===== config.mk =====
export PLATFORM = sky130hd
export DESIGN_NAME = down_counter
export DESIGN_NICKNAME = d
export VERILOG_FILES = /design/src/rtl/down_counter.sv
export SDC_FILE = /design/constraint.sdc
export NUM_CORES = 1
export LEC_CHECK = 0
export ABC_CLOCK_PERIOD_IN_PS = 1600
export CAP_MARGIN = 10
export CORE_AREA = 2 2 39 41
export CTS_CLUSTER_SIZE = 20
export DETAILED_ROUTE_END_ITERATION = 8
export DIE_AREA = 0 0 41 43
export PLACE_DENSITY = 0.84
export SLEW_MARGIN = 40
export SYNTH_ARGS = -nofsm -noshare
export SYNTH_HDL_FRONTEND = slang
export SYNTH_SLANG_ARGS = --single-unit

===== constraint.sdc =====
create_clock -name clk -period 1.6 [get_ports clk]
set_input_delay 0.48 -clock clk [delete_from_list [all_inputs] [get_ports clk]]
set_output_delay 0.48 -clock clk [all_outputs]
set_load 0.005 [all_outputs]

===== src/rtl/down_counter.sv =====
// Loadable down counter with an IDLE/RUN control FSM, optional auto-reload and a
// registered single-cycle underflow pulse on terminal count.
module down_counter #(
  parameter int unsigned WIDTH = 4
) (
  input  logic             clk,
  input  logic             rst,
  input  logic             load,
  input  logic [WIDTH-1:0] load_value,
  input  logic             start,
  input  logic             stop,
  input  logic             tick,
  input  logic             auto_reload,
  output logic [WIDTH-1:0] value,
  output logic             busy,
  output logic             underflow
);

  typedef enum logic [0:0] {StIdle, StRun} state_e;

  state_e           state_q, state_d;
  logic [WIDTH-1:0] value_q, value_d;
  logic [WIDTH-1:0] reload_q, reload_d;
  logic             underflow_q, underflow_d;

  // Priority: load > stop > start > tick.
  always_comb begin
    state_d     = state_q;
    value_d     = value_q;
    reload_d    = reload_q;
    underflow_d = 1'b0;
    if (load) begin
      value_d  = load_value;
      reload_d = load_value;
    end else begin
      case (state_q)
        StIdle: begin
          if (start && (value_q != '0)) begin
            state_d = StRun;
          end
        end
        StRun: begin
          if (stop) begin
            state_d = StIdle;
          end else if (tick) begin
            if (value_q != '0) begin
              value_d = value_q - WIDTH'(1);
            end else begin
              // Terminal count: never wrap, either reload or end the run.
              underflow_d = 1'b1;
              if (auto_reload) begin
                value_d = reload_q;
              end else begin
                state_d = StIdle;
              end
            end
          end
        end
        default: state_d = StIdle;
      endcase
    end
  end

  always_ff @(posedge clk or posedge rst) begin
    if (rst) begin
      state_q     <= StIdle;
      value_q     <= '0;
      reload_q    <= '0;
      underflow_q <= 1'b0;
    end else begin
      state_q     <= state_d;
      value_q     <= value_d;
      reload_q    <= reload_d;
      underflow_q <= underflow_d;
    end
  end

  assign value     = value_q;
  assign busy      = (state_q == StRun);
  assign underflow = underflow_q;

endmodule


Yosys cells after proc, flatten, opt, wreduce, memory -nomap -nowiden
Index checks and enable logic that the tools add are counted.
W data, S select, Z words.
{ "word_totals": {"n_memories": 0, "mem_bits_ro": 0, "register_bits": 10, "out_inout_bits": 6, "ram_bits": 0, "latch_bits": 0, "in_bits": 11, "wordCells": 30} }
{ "classes": {"n_eq_ne": 1, "muxes": 17, "shifts": 0, "add_sub_neg": 1, "reduce_logical": 6, "n_lt_le_gt_ge": 0, "n_mul": 0, "bitwise": 1, "div_mod_pow": 0} }
{ "ops": {"columns": ["cell", "n"], "rows": [
  ["$mux W4", 6],
  ["$mux W1", 10],
  ["$reduce_and A4 Y1", 1],
  ["$reduce_bool A2 Y1", 2],
  ["$reduce_bool A4 Y1", 1],
  ["$sub A4 B1 Y4 const B", 1],
  ["$reduce_bool A3 Y1", 1],
  ["$ne A2 B2 Y1 const B", 1],
  ["$pmux W1 S2", 1],
  ["$logic_and A1 B1 Y1", 1],
  ["$not A1 Y1", 1]
]} }

Depth between registers and ports, before layout
{ "logic_depth": {"ltp_word": 6, "ltp_mapped": 6, "depth_no_buf": 6} }

Least setup slack after synthesis
No wires, ideal clock.
{ "synth_path": {"path_type": "reg2reg", "start": "reg value_q[0] (netlist: value[0])", "end": "reg value_q[1] (netlist: value[1])", "synth_period_minus_slack_ns": 1.501, "setup_ns": 0.136, "path_buffers": 0, "stages_incl_launch_ff": 7, "required_time_ns": 1.464, "setup_slack_ns": 0.099, "t_arrival_ns": 1.365, "cell_sequence": "dfrtp_1 -> inv_1 -> ha_1 -> nor3b_4 -> mux2i_1 -> a221oi_1 -> a21oi_1"} }
{ "synth_via": {"elab_chain_len": 6, "word_cells_on_any_way": 9, "classes_between": "1 x add/sub; 5 x mux; 3 x reduce/logical"} }
{ "synth_rtl": {"columns": ["element", "line", "source"], "rows": [
  ["from (decl)", "22", "logic [WIDTH-1:0] value_q, value_d;"],
  ["from (signal assigned)", "72", "value_q <= value_d;"],
  ["$sub A4 B1 Y4 / $reduce_bool A4 Y1 (equally long branches)", "47, 46", null],
  ["$mux W4", "46", "if (value_q != '0) begin"],
  ["$mux W4", "45", "end else if (tick) begin"],
  ["$mux W4", "43", "if (stop) begin"],
  ["$mux W4", "36", "case (state_q)"],
  ["$mux W4", "32", "if (load) begin"]
]} }
Parallel ways exist; a longest one is shown, timed or not. The select of a mux whose other input is x is not followed.
A chain may end at the register's enable or synchronous reset.

Worst setup path in the final report
{ "layout_path": {"start": "in tick", "end": "reg value_q[1] (netlist: value[1])"} }
{ "layout_via": {"elab_chain_len": 2} }
{ "layout_rtl": {"columns": ["element", "line", "source"], "rows": [
  ["from (decl)", "12", "input logic tick,"],
  ["$reduce_bool A2 Y1 (no source line)", null, null],
  ["$reduce_and A4 Y1 (no source line)", null, null]
]} }
No other way between the ends.

==> reports/qor.yml <==
status: "finished clean"
grt_overflow: 0
cts_tree: "done"
ys_seq_area_share_pct: 44.3
rsz0062_at_grt: "no"
drive_gt1_share_pct: 26.1
grt_pass1_wl_um: 2450
final-hold-violation-count: 0
clock_path_buffers: 2
dpl.cell_count: 102
firstDrtPassIters: 4
cp_slowest_cell: "clkdlybuf4s50_1"
drc: 0
max_cap_violations: 0
setup_tns_ps: 0
cts.sinks: 10
io_buffer_count: 16
reg2regPathDepth: 5
r2r-end: "value[3]$_DFFE_PP0P_"
synth_ff_type: "dfrtp_1"
fmax_mhz: 650
fin_crit_ps: 1540
worst_pin_slew_ps: 368
antenna_found_initial: 0
finalSetupViolCount: 0
vias: 569
ys_ff_latch: 10
nets: 106
synthesis.instances: 62
clkTransAtPathRegs_ps: 70
finalPower_mw: 0.707
dieArea_sq_um: 1760
cpMostUsedCell: "buf_4"
path_cells: "clkdlybuf4s50_1 > and3b_2 > buf_4 > buf_4 > a221oi_2 > a21oi_1"
grt_pass1_vias: 562
ant_nets: 0
cp_slowest_stage_delay_ps: 420
cts_hold_buf: 0
layout_common_cells: "buf_4, dfrtp_1, clkdlybuf4s50_1, inv_1, nand2_1"
finClkSkew_ps: 6.07
diodes: 0
drt_iter0_drc: 12
required_ps: 1760
viasPerCell: 5.27
drv_slew: 0
start_util_pct: 40.8
cp_top_family: "buffers and inverters"
start_kind: "input pin"
ys_warn_count: 0
synth_area_leaders: "dfrtp_1, o21ai_0, inv_1"
syn-cell-area_sq_um: 564
maxSlewHeadroom_pct: 75.4
cp_num_buf_inv: 3
fin_crit_sh_pct: 96.1
core_area_sq_um: 1380
rows: 14
synth_edf_count: 0
synth_top_cell_by_area: "dfrtp_1"
rrSetupSlack_ps: 100
critPathKind: "in2reg"
grt_max_degree: 11
hold_class: "in2async"
worstSkewPairLatency_ps: 270
design_area_sq_um: 883
area_growth_pct: 56.5
ys_types: 26
cts_buffers: 3
critPathMaxFanout: 3
ys_async_sr_fraction_pct: 100
layout_commonest_cell: "buf_4"
dp_hpwl_um: 1090
end_kind: "flop"
wl_per_cell_um: 13.5
synth.avg_cell_area_sq_um: 9.10
cts_root_buf: "clkbuf_4"
die_x_um: 41
static-leakage-power_nw: 0.424
htree_levels: 1
wl_um: 1460
place_congestion: 0.885
instances_no_fill: 108
synthesis.nets: 74
arrival_ps: 1690
dpl_cell_area_sq_um: 812
rr_startpoint: "value[0]$_DFFE_PP0P_"
ir_worst_vdd_mv: 0.700
p_per_area_nw_per_um2: 800
pin_count: 17
die_height_um: 43
track_usage_pct: 20.6
synth_top_area_share_pct: 44.3
[layer usage]
layer	track usage, %	vias to the layer above	routed length, um
met5	0	-	0
met1	27.5	269	627
met4	8.00	0	18
met3	3.14	2	41
met2	31.9	13	770
li1	-	285	-
[what timing repair did]
item | CTS | global route
setup buffers | 3 | 0
setup endpoints to repair | 6 | 5
pin swaps | 3 | 1
resized for setup | 8 | 6
[final cells by class]
type	count	area, sq um
Fill cell	113	500
Multi-Input combinational cell	43	303
Timing Repair Buffer	29	260
Sequential cell	10	251
Inverter	7	26.3
Clock buffer	3	22.5
Tap cell	16	20.0
[logic make-up after synthesis]
| group | count (synthesis) | synth area share [%] |
|---|---|---|
| multiplexers | 3 | 5.76 |
| buffers and inverters | 9 | 5.99 |
| AND/OR/NAND/NOR | 21 | 22.2 |
| AO/OA/AOI/OAI | 18 | 19.5 |
| adder cells (fa/ha/maj) | 1 | 2.22 |
| flip-flops | 10 | 44.3 |
[Yosys cell counts, types with 2 or more instances]
cell type  count
dfrtp_1       10
nor3_1         2
nand3b_1       2
mux2_2         2
nand2_1        7
inv_1          7
o21ai_0        6
nor2_1         3
a21oi_1        5
clkbuf_1       2
[stage by stage]
step                setup WS (ps)  hold WS (ps)  util, %
floorplan                    99.4           320        -
global placement             -231           493     58.7
detailed placement           -301           503     58.7
CTS                          1.23           500     62.0
global route                 8.89           533     63.8
finish                       62.7           474     63.8
[worst max path at each step]
| stage | start | to | slack (ps) | cells past startpoint |
|---|---|---|---|---|
| after CTS | busy$_DFFE_PP0N_ | busy | 1 | 1 |
| after global routing | tick | value[1]$_DFFE_PP0P_ | 9 | 6 |
| after detailed placement | stop | value[2]$_DFFE_PP0P_ | -300 | 5 |
| after floorplan | value[0]$_DFFE_PP0P_ | value[1]$_DFFE_PP0P_ | 100 | 6 |
| after global placement | stop | value[2]$_DFFE_PP0P_ | -230 | 5 |
| final | tick | value[1]$_DFFE_PP0P_ | 60 | 6 |
[power breakdown]
| part | leakage, nW | internal [mW] | switching [mW] |
|---|---|---|---|
| logic | 0.289 | 0.131 | 0.0985 |
| registers | 0.120 | 0.280 | 0.0198 |
| clock network | 0.0138 | 0.0871 | 0.0900 |
| total | 0.424 | 0.499 | 0.208 |
[state kept, by name, indices dropped and copies added (netlist names)]
name	count
busy	1
reload_q	4
underflow	1
value	4
[worst reg2reg max path, stage by stage, from the launching register on]
cell and delay [ps]:
dfrtp_1 380, inv_1 110, ha_4 170, or3b_1 390, a211oi_1 230, o31ai_1 100
Power figures use the tool's default switching activity.
